[src/rtl/register_tree_kv_pkg.sv]
// Shared types and helpers for the key/value register-tree heap.
// Holds FSM states, op kinds, default entry layout and tree geometry.
package register_tree_pkg;

  typedef enum logic [1:0] {
    IDLE,
    OP,
    CAS_EVEN,
    CAS_ODD
  } state_t;

  typedef enum logic {
    OP_WRITE,
    OP_POP
  } op_t;

  localparam int DEF_KEY_W = 16;
  localparam int DEF_VAL_W = 16;

  typedef struct packed {
    logic                 valid;
    logic [DEF_KEY_W-1:0] key;
    logic [DEF_VAL_W-1:0] val;
  } entry_t;

  function automatic int capacity(input int depth);
    return (1 << depth) - 1;
  endfunction

  function automatic int node_level(input int idx);
    int lvl;
    lvl = 0;
    for (int b = 1; b < 31; b++)
      if (((idx + 1) >> b) != 0) lvl = b;
    return lvl;
  endfunction

  function automatic logic [63:0] odd_level_mask(input int n);
    logic [63:0] m;
    m = '0;
    for (int i = 0; i < 64; i++)
      if (i < n) m[i] = (node_level(i) % 2) == 1;
    return m;
  endfunction

endpackage

[src/rtl/register_tree_kv_cmp.sv]
// Three-way parent/left/right compare-swap for one heap node.
// Entries are packed {valid, key, val}; payload travels with key.
module kv_comparator #(
  parameter int KEY_WIDTH = 16,
  parameter int VAL_WIDTH = 16,
  parameter int MAX_FIRST = 1
) (
  input  logic [KEY_WIDTH+VAL_WIDTH:0] par_i,
  input  logic [KEY_WIDTH+VAL_WIDTH:0] lft_i,
  input  logic [KEY_WIDTH+VAL_WIDTH:0] rgt_i,
  output logic [KEY_WIDTH+VAL_WIDTH:0] par_o,
  output logic [KEY_WIDTH+VAL_WIDTH:0] lft_o,
  output logic [KEY_WIDTH+VAL_WIDTH:0] rgt_o
);

  localparam int VB = KEY_WIDTH + VAL_WIDTH;

  logic                r_wins;
  logic [VB:0]         win;

  // a strictly beats b; ties never win, so the incumbent stays
  function automatic logic beats(
    input logic [VB:0] a,
    input logic [VB:0] b
  );
    logic [KEY_WIDTH-1:0] ka;
    logic [KEY_WIDTH-1:0] kb;
    ka = a[VB-1:VAL_WIDTH];
    kb = b[VB-1:VAL_WIDTH];
    if (!a[VB]) return 1'b0;
    if (!b[VB]) return 1'b1;
    if (MAX_FIRST != 0) return ka > kb;
    return ka < kb;
  endfunction

  // pick the best child, swap it up only if it beats the parent
  always_comb begin
    par_o  = par_i;
    lft_o  = lft_i;
    rgt_o  = rgt_i;
    r_wins = beats(rgt_i, lft_i);
    win    = r_wins ? rgt_i : lft_i;
    if (beats(win, par_i)) begin
      par_o = win;
      if (r_wins) rgt_o = par_i;
      else        lft_o = par_i;
    end
  end

endmodule

[src/rtl/register_tree_kv.sv]
// Register-array binary heap of {key, val} with ready-gated ops.
// Odd/even compare-swap phases settle the tree after each op.
module register_tree_kv
  import register_tree_pkg::*;
#(
  parameter int TREE_DEPTH = 3,
  parameter int KEY_WIDTH  = 16,
  parameter int VAL_WIDTH  = 16,
  parameter int MAX_FIRST  = 1
) (
  input  logic                  CLK,
  input  logic                  RST,
  input  logic                  i_wrt,
  input  logic                  i_read,
  input  logic [KEY_WIDTH-1:0]  i_key,
  input  logic [VAL_WIDTH-1:0]  i_val,
  output logic                  o_ready,
  output logic                  o_valid,
  output logic [KEY_WIDTH-1:0]  o_key,
  output logic [VAL_WIDTH-1:0]  o_val,
  output logic [TREE_DEPTH-1:0] o_count,
  output logic                  o_full,
  output logic                  o_empty,
  output logic                  o_err
);

  localparam int CAP    = capacity(TREE_DEPTH);
  localparam int NINT   = CAP / 2;
  localparam int SETTLE = 2 * TREE_DEPTH;
  localparam int CW     = $clog2(SETTLE + 1);
  localparam int EW     = 1 + KEY_WIDTH + VAL_WIDTH;
  localparam logic [63:0] ODD_MASK = odd_level_mask(NINT);

  typedef struct packed {
    logic                 valid;
    logic [KEY_WIDTH-1:0] key;
    logic [VAL_WIDTH-1:0] val;
  } node_t;

  node_t                 nodes_q [CAP];
  node_t                 nodes_d [CAP];
  state_t                state_q, state_d;
  op_t                   op_q, op_d;
  logic [TREE_DEPTH-1:0] count_q, count_d;
  logic [TREE_DEPTH-1:0] idx_q, idx_d;
  logic [CW-1:0]         settle_q, settle_d;
  logic [KEY_WIDTH-1:0]  key_q, key_d;
  logic [VAL_WIDTH-1:0]  val_q, val_d;
  logic                  err_q, err_d;

  logic [EW-1:0] cp [NINT];
  logic [EW-1:0] cl [NINT];
  logic [EW-1:0] cr [NINT];

  logic req, reject, accept, full, empty, odd_ph;

  for (genvar g = 0; g < NINT; g++) begin : g_cmp
    kv_comparator #(
      .KEY_WIDTH (KEY_WIDTH),
      .VAL_WIDTH (VAL_WIDTH),
      .MAX_FIRST (MAX_FIRST)
    ) u_cmp (
      .par_i (nodes_q[g]),
      .lft_i (nodes_q[2*g+1]),
      .rgt_i (nodes_q[2*g+2]),
      .par_o (cp[g]),
      .lft_o (cl[g]),
      .rgt_o (cr[g])
    );
  end

  assign full    = count_q == TREE_DEPTH'(CAP);
  assign empty   = count_q == '0;
  assign o_ready = (settle_q == '0) && (state_q != OP);
  assign o_valid = o_ready && nodes_q[0].valid;
  assign o_key   = o_valid ? nodes_q[0].key : '0;
  assign o_val   = o_valid ? nodes_q[0].val : '0;
  assign o_count = count_q;
  assign o_full  = full;
  assign o_empty = empty;
  assign o_err   = err_q;

  // next state: op acceptance, pending tree update, CAS phases
  always_comb begin
    nodes_d  = nodes_q;
    state_d  = state_q;
    op_d     = op_q;
    count_d  = count_q;
    idx_d    = idx_q;
    key_d    = key_q;
    val_d    = val_q;
    settle_d = (settle_q != '0) ? settle_q - 1'b1 : '0;
    odd_ph   = state_q == CAS_ODD;
    req      = i_wrt | i_read;
    reject   = (i_wrt & ~i_read & full) |
               (~i_wrt & i_read & empty);
    accept   = o_ready & req & ~reject;
    err_d    = req & (~o_ready | reject);

    unique case (state_q)
      IDLE: state_d = CAS_EVEN;
      OP: begin
        state_d = CAS_EVEN;
        if (op_q == OP_WRITE) begin
          nodes_d[idx_q].valid = 1'b1;
          nodes_d[idx_q].key   = key_q;
          nodes_d[idx_q].val   = val_q;
        end else begin
          nodes_d[0]     = nodes_q[idx_q];
          nodes_d[idx_q] = '0;
        end
      end
      CAS_EVEN, CAS_ODD: begin
        state_d = odd_ph ? CAS_EVEN : CAS_ODD;
        for (int i = 0; i < NINT; i++) begin
          if (ODD_MASK[i] == odd_ph) begin
            nodes_d[i]     = node_t'(cp[i]);
            nodes_d[2*i+1] = node_t'(cl[i]);
            nodes_d[2*i+2] = node_t'(cr[i]);
          end
        end
      end
      default: state_d = IDLE;
    endcase

    if (accept) begin
      state_d  = OP;
      settle_d = CW'(SETTLE);
      key_d    = i_key;
      val_d    = i_val;
      unique case (1'b1)
        i_wrt & i_read & ~empty: begin
          op_d  = OP_WRITE;
          idx_d = '0;
        end
        i_wrt & ~(i_read & ~empty): begin
          op_d    = OP_WRITE;
          idx_d   = count_q;
          count_d = count_q + 1'b1;
        end
        default: begin
          op_d    = OP_POP;
          idx_d   = count_q - 1'b1;
          count_d = count_q - 1'b1;
        end
      endcase
    end
  end

  // state registers with synchronous reset
  always_ff @(posedge CLK) begin
    if (RST) begin
      for (int i = 0; i < CAP; i++) nodes_q[i] <= '0;
      state_q  <= IDLE;
      op_q     <= OP_WRITE;
      count_q  <= '0;
      idx_q    <= '0;
      settle_q <= '0;
      key_q    <= '0;
      val_q    <= '0;
      err_q    <= 1'b0;
    end else begin
      nodes_q  <= nodes_d;
      state_q  <= state_d;
      op_q     <= op_d;
      count_q  <= count_d;
      idx_q    <= idx_d;
      settle_q <= settle_d;
      key_q    <= key_d;
      val_q    <= val_d;
      err_q    <= err_d;
    end
  end

endmodule

[config.mk]
export PLATFORM = sky130hd
export DESIGN_NAME = register_tree_kv
export DESIGN_NICKNAME = d
export VERILOG_FILES = /design/src/rtl/register_tree_kv_pkg.sv /design/src/rtl/register_tree_kv_cmp.sv /design/src/rtl/register_tree_kv.sv
export SDC_FILE = /design/constraint.sdc
export NUM_CORES = 1
export LEC_CHECK = 0
export CELL_PAD_IN_SITES_DETAIL_PLACEMENT = 0
export CELL_PAD_IN_SITES_GLOBAL_PLACEMENT = 1
export CORE_MARGIN = 8
export CORE_UTILIZATION = 45
export DETAILED_ROUTE_END_ITERATION = 12
export MAX_ROUTING_LAYER = met4
export PLACE_DENSITY_LB_ADDON = 0.25
export SYNTH_ARGS = -nofsm -noshare
export SYNTH_HDL_FRONTEND = slang
export SYNTH_SLANG_ARGS = --single-unit
[constraint.sdc]
create_clock -name CLK -period 11.6 [get_ports CLK]
set_input_delay 1.74 -clock CLK [delete_from_list [all_inputs] [get_ports CLK]]
set_output_delay 1.74 -clock CLK [all_outputs]
set_load 0.1 [all_outputs]
Word level (Yosys, flattened, before mapping). Index checks and enable logic that the tools add are counted.

Word-level logic and storage cells: 215. Input bits: 36. Output and inout bits: 40. Flip-flop bits (word level): 276.

Reductions and logical operators: 21. Equal/unequal tests: 19. $add $sub $neg: 3. Muxes and demuxes: 102. Bitwise gates (word level): 25. Order comparisons: 14.

Operators by type and width (number): 33-bit two-way mux (24); 231-bit bitwise mux (3); 231-bit case mux with 2 select lines (1); 33-bit demux with 3-bit select (4); 231-bit bitwise AND (1); 231-bit two-way mux (1); 231-bit inverter (1); 66-bit two-way mux (2); 33-bit binary-select mux with 3-bit select (1); 99-bit two-way mux (1); 16-bit > comparator (6); 16-bit < comparator (6); 1-bit two-way mux (56); 16-bit two-way mux (3); 32-bit two-way mux (1); 4-bit AND reduction (6); 2-bit by 1-bit != test with 1-bit output, second input constant (6); 3-bit by 2-bit != test with 1-bit output, second input constant (4); 3-bit case mux with 2 select lines (2); 1-bit bitwise AND (11); 2-bit != test, second input constant (4); 1-bit inverter (8); 2-bit OR reduction (4); 3-bit logical NOT (2); other kinds (19) (26).

Longest topological paths before layout. Gate-level depths: netlist of run 1.

Depth in word-level cells: 18. Mapped depth: 20. Mapped depth without buffers: 16.

Cells and area by module. A second synthesis of run 1 with hierarchy kept.

Cell total of the unflattened synthesis: 2987. Area total of the unflattened synthesis: 23074.6 sq um.

By module, submodules not included: register_tree_kv (instances 1, cells an instance 2005, seq. area each 5525.3 sq um, area each 14868.0 sq um); kv_comparator at g_cmp[2].u_cmp (instances 1, cells an instance 410, seq. area each 0.0 sq um, area each 3175.5 sq um); kv_comparator at g_cmp[0].u_cmp (instances 1, cells an instance 295, seq. area each 0.0 sq um, area each 2565.0 sq um); kv_comparator at g_cmp[1].u_cmp (instances 1, cells an instance 277, seq. area each 0.0 sq um, area each 2466.1 sq um).

Worst setup path after synthesis of run 1. OpenSTA, ideal clock, no wires.

Kind: flip-flop to output port. Start: register state_q[1]. End: output o_key[10]. Slack: 6.791 ns. Arrival time: 3.069 ns. Path buffers: 2. Data required time: 9.860 ns. Stages on the path, launching flop included: 5. Cell sequence: dfxtp_1 -> clkbuf_1 -> o21ai_1 -> clkbuf_1 -> nor3_1.

Cells in the longest elaborated chain, start to end: 4.

Ends and longest elaborated chain: start: declaration (line register_tree_kv.sv:42) `state_t state_q, state_d;`; start signal: assignment (line register_tree_kv.sv:164) `state_q <= state_d;`; 2-bit by 1-bit != test with 1-bit output (line register_tree_kv.sv:74) `assign o_ready = (settle_q == '0) && (state_q != OP);`; 1-bit logical AND (line register_tree_kv.sv:74); 1-bit logical AND (line register_tree_kv.sv:75) `assign o_valid = o_ready && nodes_q[0].valid;`; 16-bit two-way mux (line register_tree_kv.sv:76) `assign o_key = o_valid ? nodes_q[0].key : '0;`; end: declaration (line register_tree_kv.sv:19) `output logic [KEY_WIDTH-1:0] o_key,`.

Every way passes these cells.

Final worst setup path of run 1.
Start: register nodes_q[89] (netlist bit). End: register nodes_q[114] (netlist bit).

Cells in the longest elaborated chain, start to end: 11. Elaborated cells on any way between the ends: 14. Classes of those cells: order compare: 4; eq/ne: 2; mux: 7; reduce/logical: 1.

Ends and longest elaborated chain: start: declaration (line register_tree_kv.sv:40) `node_t nodes_q [CAP];`; start signal: assignment (line register_tree_kv.sv:163) `nodes_q <= nodes_d;`; 16-bit < comparator or 16-bit > comparator (tied branches) (line register_tree_kv_cmp.sv:33, register_tree_kv_cmp.sv:32); 1-bit two-way mux (line register_tree_kv_cmp.sv:33) `return ka < kb;`; 1-bit two-way mux (line register_tree_kv_cmp.sv:32) `if (MAX_FIRST != 0) return ka > kb;`; 1-bit two-way mux (line register_tree_kv_cmp.sv:31) `if (!b[VB]) return 1'b1;`; 33-bit two-way mux (line register_tree_kv_cmp.sv:42) `win = r_wins ? rgt_i : lft_i;`; 16-bit < comparator or 16-bit > comparator (tied branches) (line register_tree_kv_cmp.sv:33, register_tree_kv_cmp.sv:32); 1-bit two-way mux (line register_tree_kv_cmp.sv:33); 1-bit two-way mux (line register_tree_kv_cmp.sv:32); 1-bit two-way mux (line register_tree_kv_cmp.sv:31); 2-bit by 1-bit != test with 1-bit output (no source line); 4-bit AND reduction (no source line) (*).

Mark *: on every way between the ends. The rest lies on a longest branch, timed or not. A chain may end at the register's enable or synchronous reset.

==> results.cfg, run 1 <==
[cts]
clock-sinks = 276
cts_resized = 0
cts_made_buffers = 36
cts_hold_buf = 0
h-tree-depth = 2
cts_root_buf = clkbuf_16
clkLatencyLatePin_ns = 0.56
post-cts-setup-buffer-count = 0
cts_buffer_depth = 3
cts_tree = yes
clk_pin_slew_ns = 0.06

[setup_path]
critical_path.most_common_cell = ha_1
worstRegToRegCells = 16
cp_max_fo = 66
r2r-start = nodes_q[89]$_SDFFE_PP0P_
crit_end = nodes_q[114]$_SDFFE_PP0P_
slowest_stage = nand3_2
cpPeakStageDelay_ns = 1.01
r2r_end = nodes_q[114]$_SDFFE_PP0P_
setup.worst_path.end_class = flip-flop
crit_arrival_ns = 7.56
regToRegSetupSlack_ns = 4.52
worstSetupPathType = flip-flop to flip-flop
path_cells = ha_1, nand2_1, o21ai_0, a221oi_1, nand3_2, and2_1, buf_4, a21o_1, ha_1, nand4_1, nor4_1, o21ai_1, nand3_1, nand2_2, or4_1, a21oi_1
cp-startpoint = nodes_q[89]$_SDFFE_PP0P_
critPathLaunchType = flip-flop
worst_ep_required_time_ns = 12.08

[floorplanning]
start_util = 0.453
dieWidth_um = 227
rows = 77
pin_count = 76
die_h_um = 227
core_sq_mm = 0.0440
die-area_sq_mm = 0.0513

[logic_synthesis]
synth_seq_cells = 276
synth_area_per_cell_sq_um = 7.72
ys_seq_area_frac = 0.277
synth.distinct_cells = 70
synthesis.nets = 2724
syn_area_sq_mm = 0.0200
ys_warn_count = 0
synth_flop_cell = dfxtp_1
synthArstFlopShare = 0
synth-edff-count = 0
synth_cells = 2586

[timing]
period_minus_slack_ns = 7.08
setup_viol = 0
tightest_slew_ns = 1.31
hold_viol_final = 0
drv_slew = 0
finClkSkew_ns = 0.0152
finalSetupTns_ns = 0
fmax_mhz = 141
period_share = 0.610
slew_headroom = 0.126
rsz0062_at_grt = no
finalWorstSetupSlack_ns = 4.52

[route]
drt-pass1-iter-count = 7
drc = 0
met2_length_um = 36800
drt_iter0_drc = 3052
wl_per_cell_um = 28.2
drtAntennaViolNets = 0
routed_wl_um = 86700
dr_total_vias = 21700
wirelength_met1_um = 34200
top_layer_used = met4
wl_met3_um = 9350
via_per_inst = 7.05

[placement]
pre_cts_slack_ns = 4.97
portBuffers = 75
hpwl_um = 52900
place.gp.congestion = 1.06

[grt]
grt_overflow = 0
grt_max_degree = 96
first_global_vias = 20400
grt_pass1_wl_um = 129000
antenna_found_initial = 1
grt_util_all_layers = 0.335

[layout]
layout.area.seq_sq_mm = 0.00554
drive_gt1_frac = 0.0773
multiInputGateArea_sq_mm = 0.0130
areaGrowthSynthToFinish_pct = 10.0
num-nets-final = 2595
fill_cells = 4367
n_antenna_cell = 0

[run]
maxCapViolations = 0

[power_and_ir_drop]
p_per_area_mw_per_mm2 = 268
max-vdd-ir-drop_mv = 0.186
p_leak_uw = 0.00790

[min_path]
hold_class = flip-flop to flip-flop

[status]
outcome = finished, final reports clean
cells in the mapped netlist, types with 8 or more instances:
cell / n / area, sq um
nor3_1: 40 / 200
buf_1: 22 / 82.6
nand4_1: 15 / 93.8
nand2_1: 157 / 589
a221oi_1: 206 / 1800
o41ai_1: 17 / 149
a21oi_1: 251 / 1260
a31oi_1: 21 / 131
mux2i_1: 133 / 1330
or4_1: 117 / 878
nor2_1: 238 / 893
o221ai_1: 10 / 87.6
and3_1: 20 / 125
inv_1: 106 / 398
o211ai_1: 23 / 173
o31ai_1: 8 / 60.1
o21a_1: 21 / 158
o211a_1: 12 / 120
dfxtp_1: 276 / 5530
a211oi_1: 72 / 541
o21ai_1: 15 / 75.1
mux2_2: 39 / 439
clkbuf_1: 240 / 901
o2111ai_1: 10 / 87.6
and2_1: 23 / 144
o21ai_0: 178 / 891
a21o_1: 33 / 248
nand3_1: 42 / 210
ha_1: 102 / 1280
buf_2: 23 / 115
nor2b_1: 32 / 200
through the flow:
stage / hold slack [ns] / util / cells / power, uW / instance area, sq um
after CTS: 0.454 / 0.499 / 3076 / 5750 / 22000
after global placement: 0.437 / 0.472 / 3011 / 4570 / 20800
after floorplan: 0.424 / - / 2586 / 3480 / 20000
final: 0.452 / 0.499 / 3076 / 5890 / 22000
after detailed placement: 0.445 / 0.472 / 3011 / 4610 / 20800
after global routing: 0.504 / 0.499 / 3076 / 6100 / 22000
power by group:
part | internal, uW | total (uW) | switching, uW
sequential | 1140 | 1590 | 444
clock | 658 | 1140 | 479
combinational | 925 | 3160 | 2240
total | 2730 | 5890 | 3160
how the worst min path moves through the flow:
stage / from / to / slack, ns / cells after the start
finish: settle_q[0]$_SDFF_PP0_ / settle_q[0]$_SDFF_PP0_ / 0.45 / 1
global route: settle_q[0]$_SDFF_PP0_ / settle_q[0]$_SDFF_PP0_ / 0.50 / 1
CTS: settle_q[0]$_SDFF_PP0_ / settle_q[0]$_SDFF_PP0_ / 0.45 / 1
detailed placement: settle_q[0]$_SDFF_PP0_ / settle_q[0]$_SDFF_PP0_ / 0.45 / 1
global placement: settle_q[0]$_SDFF_PP0_ / settle_q[0]$_SDFF_PP0_ / 0.44 / 1
floorplan: settle_q[0]$_SDFF_PP0_ / settle_q[0]$_SDFF_PP0_ / 0.42 / 1
sequential cells by signal, indices dropped and copies added (netlist names):
signal	count
idx_q	3
key_q	16
o_err	1
op_q	1
val_q	16
state_q	2
nodes_q	231
settle_q	3
o_count	3
layout by cell type (no fill, tap or decap), types with 7 or more instances in the layout:
cell type,netlist,routed
a211oi_1,72,72
a21o_1,33,33
a21oi_1,251,249
a221oi_1,206,206
a2bb2oi_1,7,7
a31oi_1,21,21
and2_1,23,23
and3_1,20,20
buf_4,2,51
clkbuf_1,240,7
clkbuf_16,0,36
clkdlybuf4s50_1,0,74
clkinv_2,0,9
dfxtp_1,276,272
ha_1,102,102
inv_1,106,104
mux2_2,39,39
mux2i_1,133,133
nand2_1,157,154
nand3_1,42,41
nand4_1,15,15
nor2_1,238,234
nor2b_1,32,29
nor3_1,40,37
o2111ai_1,10,10
o211a_1,12,12
o211ai_1,23,23
o21a_1,21,20
o21ai_0,178,177
o21ai_1,15,14
o221a_2,7,7
o221ai_1,10,10
o31ai_1,8,8
o41ai_1,17,16
or4_1,117,117
worst max-delay path, delay by kind of cell (launching register included):
family          cells  cell delay (ns)
simple gates        8             4.33
flops               1             0.46
fa+ha+maj           2             0.61
buf+inv             1             0.30
compound gates      5             1.27
layout make-up:
class                           instances  area share
Clock buffer                           49      0.0460
Clock inverter                         16     0.00707
Inverter                              107      0.0183
Multi-Input combinational cell       1910       0.591
Sequential cell                       276       0.252
Tap cell                              592      0.0337
Timing Repair Buffer                  126      0.0517
logic make-up after synthesis:
family | Yosys count | synth area share
xor+xnor | 1 | 0.000439
fa+ha+maj | 102 | 0.0640
mux | 172 | 0.0887
buf+inv | 400 | 0.0790
simple gates | 708 | 0.176
flops | 276 | 0.277
compound gates | 927 | 0.315
routing by layer:
metal,vias to the layer above,global-route usage
met2,1445,0.489
met3,342,0.0656
met4,0,0.214
li1,9537,-
met1,10400,0.420
met5,-,-
Note: power is estimated with default switching activity, not from simulation.
==> run 2: changes to the inputs <==
clock period = 6.9 ns   (was 11.6 ns; I/O delays follow)
==> run 2 against run 1 <==
Sequential power grew 62%. Global-route usage rose by 0.36 points. Largest power group unchanged. Non-clock buffer count up 14. Die area unchanged. Critical path type unchanged. Sequential share of layout area decreased by 0.17 points. Register-to-register slack worse by 4.1 ns. Via count grew 0.40%. First-iteration DRC count fell by 15%. Cell count increased by 0.49%. Combinational power up 72%. Power up 69%.
==> results.cfg, run 2 (synthesized netlist as in run 1, its figures left out) <==
[status]
outcome = finished, final reports clean

[floorplanning]
die-area_sq_mm = 0.0513
die_h_um = 227
pin_count = 76
rows = 77
dieWidth_um = 227
core_sq_mm = 0.0440
start_util = 0.453

[cts]
clock-sinks = 276
cts_hold_buf = 0
h-tree-depth = 2
cts_root_buf = clkbuf_16
post-cts-setup-buffer-count = 0
cts_buffer_depth = 3
clk_pin_slew_ns = 0.06
cts_tree = yes
clkLatencyLatePin_ns = 0.57
cts_made_buffers = 36
cts_resized = 0

[timing]
rsz0062_at_grt = no
drv_slew = 0
finalSetupTns_ns = 0
period_share = 0.940
period_minus_slack_ns = 6.49
fmax_mhz = 154
finClkSkew_ns = 0.0259
tightest_slew_ns = 1.31
setup_viol = 0
hold_viol_final = 0
slew_headroom = 0.123

[route]
routed_wl_um = 87700
drc = 0
drtAntennaViolNets = 0
wl_per_cell_um = 28.4
drt-pass1-iter-count = 6
dr_total_vias = 21800
drt_iter0_drc = 2582
via_per_inst = 7.05

[layout]
fin_area_sq_mm = 0.0221
multiInputGateArea_sq_mm = 0.0130
n_antenna_cell = 0
top_register = nodes_q
fin_util = 0.502
largest_reg_flops = 231
layout.area.seq_sq_mm = 0.00554
drive_gt1_frac = 0.0820
largestRegisters = nodes_q x231, key_q x16, val_q x16
areaGrowthSynthToFinish_pct = 10.8
layout_commonest_cell = dfxtp_1
layout_common_cells = dfxtp_1 (272), a21oi_1 (249), nor2_1 (234)
fill_cells = 4313
num-nets-final = 2609

[grt]
grt_overflow = 0
grt_util_all_layers = 0.339
first_global_vias = 20700
grt_pass1_wl_um = 130000
antenna_found_initial = 0
grt_max_degree = 95

[setup_path]
r2r-start = nodes_q[129]$_SDFFE_PP0P_
regToRegSetupSlack_ns = 0.41
worstSetupPathType = flip-flop to flip-flop
worstRegToRegCells = 18
r2r_end = nodes_q[109]$_SDFFE_PP0P_
worst_ep_required_time_ns = 7.38
cp_max_fo = 37
crit_arrival_ns = 6.97
setup.worst_path.end_class = flip-flop
critPathLaunchType = flip-flop

[placement]
hpwl_um = 54700
place.gp.congestion = 1.06
place_area_sq_mm = 0.0209
portBuffers = 75

[min_path]
min_to = settle_q[0]$_SDFF_PP0_
hold_start = settle_q[0]$_SDFF_PP0_
worstHoldPathCells = 1
hold_class = flip-flop to flip-flop

[power_and_ir_drop]
max-vdd-ir-drop_mv = 0.261
power.total_uw = 9960
p_per_area_mw_per_mm2 = 451
p_leak_uw = 0.00798

[run]
maxCapViolations = 0
==> run 2: area by class of cell <==
type / count / area share
multi-input cells: 1910 / 0.588
flip-flops and latches: 276 / 0.251
repair buffers: 140 / 0.0567
clock buffers: 52 / 0.0472
well taps: 592 / 0.0335
inverters: 107 / 0.0182
clock inverters: 14 / 0.00617
==> run 2: where the power goes <==
group | leakage, uW | switching, uW | internal (uW)
Sequential | 0.00224 | 661 | 1920
Combinational | 0.00516 | 3840 | 1610
Clock | 0.000579 | 798 | 1130
==> run 2: metal layers <==
layer / routed length, um / track usage / vias to the layer above
met5: 0 / - / -
met4: 5960 / 0.213 / 0
met3: 9230 / 0.0771 / 335
met2: 37700 / 0.504 / 1436
met1: 34800 / 0.411 / 10400
li1: - / - / 9564
==> run 2: worst max path at each step <==
stage,start,slack (ns),end,cells past startpoint
final,nodes_q[129]$_SDFFE_PP0P_,0.41,nodes_q[109]$_SDFFE_PP0P_,18
after global routing,nodes_q[130]$_SDFFE_PP0P_,0.31,nodes_q[111]$_SDFFE_PP0P_,18
after CTS,nodes_q[126]$_SDFFE_PP0P_,0.68,nodes_q[109]$_SDFFE_PP0P_,18
after detailed placement,nodes_q[126]$_SDFFE_PP0P_,0.72,nodes_q[125]$_SDFFE_PP0P_,18
after global placement,nodes_q[129]$_SDFFE_PP0P_,0.60,nodes_q[111]$_SDFFE_PP0P_,18
after floorplan,nodes_q[188]$_SDFFE_PP0P_,2.16,nodes_q[142]$_SDFFE_PP0P_,19
==> run 2: stage by stage <==
stage          hold slack (ns)  instances  setup WS, ns
2_1_floorplan            0.424       2586          2.16
3_3_place_gp             0.438       3025         0.605
3_5_place_dp             0.452       3025         0.718
4_1_cts                  0.460       3091         0.678
5_1_grt                  0.484       3091         0.310
6_report                 0.460       3091         0.412
==> run 2: worst max-delay path, cell delays in order, from the launching register on <==
cell     delay (ns)
dfxtp_1        0.34
inv_1          0.08
ha_1           0.33
nand4_1        0.27
or4_1          0.72
a21o_1         0.23
nand3_2        0.08
and2_1         0.82
buf_4          0.35
a21o_1         0.15
ha_1           0.16
nand4_1        0.24
nor4_1         0.46
o21ai_1        0.21
nand3_1        0.18
nand2_2        0.60
buf_4          0.47
or4_1          0.53
a21oi_1        0.14
